===== config.mk =====
export PLATFORM = sky130hd
export DESIGN_NAME = io_requester
export DESIGN_NICKNAME = d
export VERILOG_FILES = /design/src/rtl/io_requester.sv
export SDC_FILE = /design/constraint.sdc
export NUM_CORES = 1
export LEC_CHECK = 0
export ABC_CLOCK_PERIOD_IN_PS = 2510
export BUFFER_PORTS_ARGS = -buffer_cell sky130_fd_sc_hd__clkbuf_2
export CAP_MARGIN = 20
export CORE_AREA = 3 3 60 62
export DETAILED_ROUTE_END_ITERATION = 7
export DIE_AREA = 0 0 63 65
export PLACE_DENSITY = 0.65
export SYNTH_ARGS = -nofsm -noshare
export SYNTH_HDL_FRONTEND = slang
export SYNTH_SLANG_ARGS = --single-unit

===== constraint.sdc =====
create_clock -name clk -period 2.51 [get_ports clk]
set_input_delay 0.1255 -clock clk [delete_from_list [all_inputs] [get_ports clk]]
set_output_delay 0.1255 -clock clk [all_outputs]
set_load 0.05 [all_outputs]

===== src/rtl/io_requester.sv =====
// rtl/io_requester.sv - CPU-side I/O initiator: level-held in/out requests,
// acknowledge wait with timeout, read capture, write hold and done pulse.
module io_requester #(
  parameter int DATA_W         = 8,
  parameter int TIMEOUT_CYCLES = 15
) (
  input  logic              clk,
  input  logic              reset,
  input  logic [2:0]        state,
  input  logic              io_rd,
  input  logic              io_wr,
  input  logic [DATA_W-1:0] wr_data,
  output logic              in_signal,
  output logic              out_signal,
  input  logic              clocked_in_signal,
  input  logic              clocked_out_signal,
  input  logic [DATA_W-1:0] dev_rd_data,
  output logic [DATA_W-1:0] dev_wr_data,
  output logic [DATA_W-1:0] rd_data,
  output logic              io_busy,
  output logic              io_done,
  output logic              io_timeout,
  output logic              io_collision,
  input  logic              err_clr
);

  localparam int CNT_W = $clog2(TIMEOUT_CYCLES + 1);
  localparam logic [CNT_W-1:0] CNT_LAST = CNT_W'(TIMEOUT_CYCLES - 1);
  localparam logic [2:0] CPU_EXEC = 3'b010;

  localparam logic [1:0] S_IDLE     = 2'd0;
  localparam logic [1:0] S_WAIT_IN  = 2'd1;
  localparam logic [1:0] S_WAIT_OUT = 2'd2;
  localparam logic [1:0] S_COMPLETE = 2'd3;

  logic [1:0]        fsm_q, fsm_d;
  logic [CNT_W-1:0]  cnt_q, cnt_d;
  logic              in_signal_q, in_signal_d;
  logic              out_signal_q, out_signal_d;
  logic              io_done_q, io_done_d;
  logic [DATA_W-1:0] rd_data_q, rd_data_d;
  logic [DATA_W-1:0] dev_wr_data_q, dev_wr_data_d;
  logic              io_timeout_q, io_timeout_d;
  logic              io_collision_q, io_collision_d;
  logic              set_timeout, set_collision;
  logic              exec;

  assign exec = (state == CPU_EXEC);

  always_comb begin
    fsm_d         = fsm_q;
    cnt_d         = cnt_q;
    rd_data_d     = rd_data_q;
    dev_wr_data_d = dev_wr_data_q;
    set_timeout   = 1'b0;
    set_collision = 1'b0;

    case (fsm_q)
      S_IDLE: begin
        if (exec && io_rd) begin
          fsm_d         = S_WAIT_IN;
          cnt_d         = '0;
          set_collision = io_wr;
        end else if (exec && io_wr) begin
          fsm_d         = S_WAIT_OUT;
          cnt_d         = '0;
          dev_wr_data_d = wr_data;
        end
      end
      // Abort beats acknowledge; acknowledge beats timeout in the last cycle.
      S_WAIT_IN: begin
        cnt_d = cnt_q + CNT_W'(1);
        if (!exec) begin
          fsm_d = S_IDLE;
        end else if (clocked_in_signal) begin
          rd_data_d = dev_rd_data;
          fsm_d     = S_COMPLETE;
        end else if (cnt_q == CNT_LAST) begin
          set_timeout = 1'b1;
          fsm_d       = S_COMPLETE;
        end
      end
      S_WAIT_OUT: begin
        cnt_d = cnt_q + CNT_W'(1);
        if (!exec) begin
          fsm_d = S_IDLE;
        end else if (clocked_out_signal) begin
          fsm_d = S_COMPLETE;
        end else if (cnt_q == CNT_LAST) begin
          set_timeout = 1'b1;
          fsm_d       = S_COMPLETE;
        end
      end
      S_COMPLETE: fsm_d = S_IDLE;
      default:    fsm_d = S_IDLE;
    endcase

    io_timeout_d   = err_clr ? 1'b0 : (io_timeout_q | set_timeout);
    io_collision_d = err_clr ? 1'b0 : (io_collision_q | set_collision);

    // Request lines and done are decoded from the next state so they come straight off flops.
    in_signal_d  = (fsm_d == S_WAIT_IN);
    out_signal_d = (fsm_d == S_WAIT_OUT);
    io_done_d    = (fsm_d == S_COMPLETE);
  end

  always_ff @(posedge clk) begin
    if (reset) begin
      fsm_q          <= S_IDLE;
      cnt_q          <= '0;
      in_signal_q    <= 1'b0;
      out_signal_q   <= 1'b0;
      io_done_q      <= 1'b0;
      rd_data_q      <= '0;
      dev_wr_data_q  <= '0;
      io_timeout_q   <= 1'b0;
      io_collision_q <= 1'b0;
    end else begin
      fsm_q          <= fsm_d;
      cnt_q          <= cnt_d;
      in_signal_q    <= in_signal_d;
      out_signal_q   <= out_signal_d;
      io_done_q      <= io_done_d;
      rd_data_q      <= rd_data_d;
      dev_wr_data_q  <= dev_wr_data_d;
      io_timeout_q   <= io_timeout_d;
      io_collision_q <= io_collision_d;
    end
  end

  // Combinational so the CPU stalls in the very cycle it raises a request.
  assign io_busy = (fsm_q == S_WAIT_IN) || (fsm_q == S_WAIT_OUT) ||
                   ((fsm_q == S_IDLE) && exec && (io_rd || io_wr));

  assign in_signal    = in_signal_q;
  assign out_signal   = out_signal_q;
  assign io_done      = io_done_q;
  assign rd_data      = rd_data_q;
  assign dev_wr_data  = dev_wr_data_q;
  assign io_timeout   = io_timeout_q;
  assign io_collision = io_collision_q;

endmodule


### Word-level counts from Yosys, hierarchy flattened

Index checks and enable logic that the tools add are counted.

| operators by class | value |
|---|---|
| $add $sub $neg | 1 |
| equal/unequal tests | 9 |
| muxes and demuxes | 19 |
| bitwise gates (word level) | 3 |
| reduce and logical (&&, ||, !) cells | 14 |

Operators with widths:

| operator | count |
|---|---|
| 2-bit 2-to-1 mux | 7 |
| 2-bit == test (second input constant) | 4 |
| 4-bit 2-to-1 mux | 2 |
| 2-bit case mux with 4 select lines | 1 |
| 4-bit case mux with 2 select lines | 1 |
| 1-bit 2-to-1 mux | 7 |
| 3-bit AND reduction | 2 |
| 4-bit by 1-bit adder with 4-bit output (second input constant) | 1 |
| 2-bit by 1-bit == test with 1-bit output (second input constant) | 2 |
| 4-bit == test (second input constant) | 1 |
| 1-bit logical AND | 4 |
| 2-bit OR reduction | 2 |
| 3-bit by 2-bit == test with 1-bit output (second input constant) | 1 |
| 1-bit logical OR | 3 |
| 3-bit inequality test (second input constant) | 1 |
| 2-bit zero test | 1 |
| 1-bit OR | 2 |
| 1-bit case mux with 2 select lines | 1 |
| 2-bit AND reduction | 1 |
| 2-bit nonzero test | 1 |
| 1-bit inverter | 1 |

| word-level totals | value |
|---|---|
| register bits after elaboration | 27 |
| word-level logic and storage cells | 55 |

### Longest topological paths before layout

| logic depth | value |
|---|---|
| depth in word-level cells | 6 |
| mapped depth | 6 |
| mapped depth without buffers | 6 |

### Least setup slack after synthesis

Ideal clock, no wire load.

| timing path | value |
|---|---|
| path kind | reg-to-reg |
| start | register fsm_q[0] |
| end | register in_signal_q (netlist: in_signal) |
| data arrival time | 1,451 ps |
| slack | 994 ps |
| stages on the path, launching flop included | 7 |
| buffers on the path | 0 |
| clock period less this slack | 1,516 ps |
| cells stage by stage | dfxtp_1 inv_1 ha_1 a221oi_1 a2111oi_2 a31oi_2 nor2b_1 |

| on the way | value |
|---|---|
| longest elaborated chain between the ends | 5 |

Ends and longest elaborated chain:

| element | RTL line | source |
|---|---|---|
| start, declared | 36 | `logic [1:0] fsm_q, fsm_d;` |
| start signal, assigned | 119 | `fsm_q <= fsm_d;` |
| 2-bit 2-to-1 mux | 78, 89 |  |
| 2-bit 2-to-1 mux (on tied branches) | 87, 75 |  |
| 2-bit 2-to-1 mux (on tied branches) | 85, 73 |  |
| 2-bit case mux with 4 select lines * | 58 | `case (fsm_q)` |
| 2-bit by 1-bit == test with 1-bit output * | 102 | `in_signal_d = (fsm_d == S_WAIT_IN);` |
| end signal, assigned | 121 | `in_signal_q <= in_signal_d;` |
| end, declared | 38 | `logic in_signal_q, in_signal_d;` |

Every way passes the cells marked *; elsewhere a longest branch is shown, timed or not.
A chain may end at the register's enable or synchronous reset.

### Worst setup path after layout

| timing path | value |
|---|---|
| start | register fsm_q[0] |
| end | output io_busy |

| on the way | value |
|---|---|
| longest elaborated chain between the ends | 4 |

Ends and longest elaborated chain:

| element | RTL line | source |
|---|---|---|
| 2-bit zero test | 133 | `((fsm_q == S_IDLE) && exec && (io_rd \|\| io_wr));` |
| 1-bit logical AND (2 in series) | 133 |  |
| 1-bit logical OR * | 132 | `assign io_busy = (fsm_q == S_WAIT_IN) \|\| (fsm_q == S_WAIT_OUT) \|\|` |
| end, declared | 20 | `output logic io_busy,` |

Marked as above.

==> reports/results.txt <==
The run finished with clean final reports. TritonCTS built the clock tree. Clock tree synthesis inserted a total of 3 buffers. Detailed routing placed a total of 121 µm of wire on met3.

The data arrival time of the worst path came out at 1.70 ns. The final design utilization was 49.1%; the mean area per synthesized cell was 9.80 µm². In this run the register-to-register setup slack is 0.73 ns. The tools report the first-pass GRT wire length as 4580 µm. The worst setup path is launched from a flip-flop. In this run the count of I/O pins placed on the die edge is 48.

The CTS H-tree depth is 1, and the number of nets still failing antenna checks after routing is 0. Total nets after synthesis: 155. The adder-cell share of the synthesized area works out to 5.15%. The clock network burns 22.0% of the power. The highest metal layer carrying signal wires in the routed design is met4.

Via count of the first global-routing pass: 1,103. Summed over all nets, the switching power comes to 0.000259 W. For this run, the total global-route usage over all layers was measured as 13.8%. Sequential cells were found to cover 44.5% of the synthesized design area.

The internal power of the cells totals 0.000569 W. For the pin with the worst max-slew slack, the measured transition is 0.562 ns. The congestion estimate from routability-driven global placement came to 0.832.

The number of max-slew violations in the final report is 0. Across the run, the number of max-cap violations was 0. Clock tree synthesis selected as its root buffer the cell sky130_fd_sc_hd__clkbuf_4. The upper clock frequency limit is 548 MHz. In the finished design, the share of the clock period the worst path needs comes to 72.7%. The maximum single-stage delay on the critical path came out at 0.43 ns. After synthesis, the largest family of logic cells by area is simple AND/OR/NAND/NOR gates. Summing the areas of all compound-gate instances in the mapped netlist gives 11.0% of the synthesized area. In this run the worst path has a maximum fanout of 8.

The tools report the global route total overflow as 0. The logs give 3080 µm² for the area inside the core boundary and 4 for the detailed-router iteration count before antenna repair. The share of final-layout standard cells stronger than drive strength 1 is 33.9%. The biggest area contributor in the post-synthesis netlist is sky130_fd_sc_hd__dfxtp_1. The buffer depth of the longest clock path is 2. The critical path class is reg -> out. The ratio of routed vias to standard cells came out at 4.89. The DRC marker count from the first detailed-route iteration is 44, and the leakage power of the design is 0.702 nW. The clock drives 27 sinks. The logs give 124 for the cell count after synthesis and 0 for the remaining routing DRC violations. Dividing total power by cell area gives a power density of 547 nW/µm². Once the floorplan was initialized, standard cells occupied 39.5% of the core. The slowest stage of the critical path is the sky130_fd_sc_hd__dfxtp_1 cell. The number of different library cells in the post-synthesis netlist was 33; the required arrival time at the worst endpoint was 2.38 ns.

The worst hold path belongs to the class in -> reg. The synthesized design contains 27 register bits. The finished layout holds 215 standard cells, fillers aside. Ranked by total cell area, the synthesized netlist is headed by sky130_fd_sc_hd__dfxtp_1, sky130_fd_sc_hd__mux2i_1, sky130_fd_sc_hd__nor2_1, sky130_fd_sc_hd__ha_1, sky130_fd_sc_hd__nand2_1. From bottom edge to top edge, the die measures 65 µm. The site row count was 20; the count of final hold-check violations was 0. After clock tree synthesis, the clock-pin slew on the worst setup and hold paths is 0.14 ns. Net switching is 31.2% of the power. The number of antenna diodes in the final layout is 0. The logs give 0.00956 ns for the clock skew and 203 for the number of nets in the layout. The post-synth design cell area came out at 1210 µm².

Leaving out fill and tap cells, the most frequent cells in the layout are sky130_fd_sc_hd__clkbuf_2, sky130_fd_sc_hd__dfxtp_1, sky130_fd_sc_hd__nor2_1, sky130_fd_sc_hd__mux2i_1, sky130_fd_sc_hd__nand2_1. The run gives 2660 µm as the total wirelength of the detailed-routed design. The floorplan step set the die width to 63 µm. The die covers 4100 µm².

The run gives 1510 µm² as the area of all placed cells without fillers. Traced cell by cell, the critical path runs through inv_1, ha_1, a31o_2, clkbuf_2. Together, buffers and inverters on the worst path number 2. The detailed router put a total of 1040 µm of wire on met1.

The met2 routed wirelength is 1480 µm. The fraction of post-synthesis cell area in the top cell type by area is 44.5%, and the post-detailed-placement cell area is 1480 µm². For the worst-skew pair, the clock arrives at the later sink with an insertion delay of 0.32 ns.

During synthesis, Yosys emitted a total of 0 warnings. The average routed wire per standard cell is 12.4 µm. The number of cells in the design after placement is 210. Summing the areas of all xor and xnor instances in the mapped netlist gives 0% of the synthesized area. After Yosys synthesis, and, or, nand and nor cells account for 21.3% of the synthesized area. Setup violations remaining at the end of the flow were counted as 0. Final hold analysis gives a worst-case slack of 0.0212 ns. The clock period could shrink to 1.83 ns. Setup repair after global routing left no endpoint under its margin. The area growth from synthesis to layout is 24.5%. The logs give 1,052 for the via count and 54.4% for the portion of total power attributed to sequential cells. The number of resized instances in the post-cts repair step came out at 0. Combinational cells account for 23.6% of the total power.

The worst supply voltage drop on vdd is 0.302 mV. For the HPWL after detailed placement, the log shows 2120 µm. Headroom to the max-slew limit came out at 62.3%. In this design, the largest share of critical-path delay is due to flip-flops. The run gives 0 ns as the total negative slack for setup checks. The most frequent standard cell in the layout excluding fill and tap cells is sky130_fd_sc_hd__clkbuf_2. Entering global routing, the biggest net connects 27 pins. In the synthesized netlist, mux cells make up 14.0% of the area. Buffers placed on the I/O ports in this run total 47. For the initial antenna violation count, the log shows 0. Kind of capture point of the worst setup path: an output port.
[kinds of logic (layout without fill, tap and decap cells)]
family,Yosys count,in the layout
mux,17,17
flops,27,27
fa+ha+maj,5,5
simple gates,49,49
compound gates,16,16
buf+inv,10,57
[through the flow]
step	total power, W	worst slack [ns]
6_report	0.000828	0.684
5_1_grt	0.000881	0.515
4_1_cts	0.000841	0.662
3_3_place_gp	0.000651	0.810
3_5_place_dp	0.000656	0.738
2_1_floorplan	0.000601	0.994
[synth_stat cells, drive strengths merged]
| library cell | number |
|---|---|
| dfxtp | 27 |
| nor2 | 20 |
| mux2i | 17 |
| nand2 | 7 |
| ha | 5 |
| inv | 5 |
| nand3 | 5 |
| a31oi | 4 |
| nand3b | 3 |
| nand4b | 3 |
| nor2b | 3 |
| a21oi | 2 |
| buf | 2 |
| clkbuf | 2 |
| nor3 | 2 |
| nor3b | 2 |
| o21ai | 2 |
| a2111oi | 1 |
| a21o | 1 |
| a221o | 1 |
| a221oi | 1 |
| a311oi | 1 |
| a31o | 1 |
| a41oi | 1 |
| and3 | 1 |
| clkdlybuf4s25 | 1 |
| nand4bb | 1 |
| o2111ai | 1 |
| or2 | 1 |
| or3b | 1 |
[final timing paths]
check / endpoint / start / depth (start not counted)
max reg2reg: dev_wr_data[6] / fsm_q[0] / 5
min reg2reg: cnt_q[0] / cnt_q[0] / 2
min: dev_wr_data[0] / wr_data[0] / 3
max: io_busy / fsm_q[0] / 4
[layer usage]
layer,track usage [%],vias to the layer above
met5,0,-
met4,3.03,0
met3,5.03,4
met2,28.3,22
met1,12.6,492
li1,-,534
[power by group through the flow]
| stage | clock network (W) | logic, W | registers, W |
|---|---|---|---|
| finish | 0.000182 | 0.000195 | 0.000451 |
| global route | 0.000215 | 0.000213 | 0.000452 |
| CTS | 0.000193 | 0.000197 | 0.000451 |
| detailed placement | 0 | 0.000196 | 0.000460 |
| global placement | 0 | 0.000191 | 0.000460 |
| floorplan | 0 | 0.000117 | 0.000485 |
[registers in the layout, indices dropped and copies added (netlist names)]
name / count
io_timeout: 1
in_signal: 1
rd_data: 8
cnt_q: 4
out_signal: 1
dev_wr_data: 8
fsm_q: 2
io_done: 1
io_collision: 1
[layout make-up]
cell class / count / area (µm²)
Multi-Input combinational cell: 87 / 626
Tap cell: 44 / 55.1
Clock inverter: 1 / 5.00
Timing Repair Buffer: 48 / 245
Fill cell: 314 / 1570
Clock buffer: 3 / 22.5
Sequential cell: 27 / 541
Inverter: 5 / 18.8
[timing repair]
| action | 4_1_cts | 5_1_grt |
|---|---|---|
| setup buffers | 0 | 0 |
| endpoints found under the hold margin | 2 | 0 |
| hold buffers | 1 | 0 |
[worst register-to-register path: cells and delay by family, from the launching register on]
| kind | cells | cell delay (ns) |
|---|---|---|
| and+or+nand+nor | 2 | 0.58 |
| DFF | 1 | 0.37 |
| adders and majority gates | 1 | 0.33 |
| buffers and inverters | 1 | 0.09 |
| muxes | 1 | 0.32 |
No activity file was read; power rests on OpenSTA's default activity.
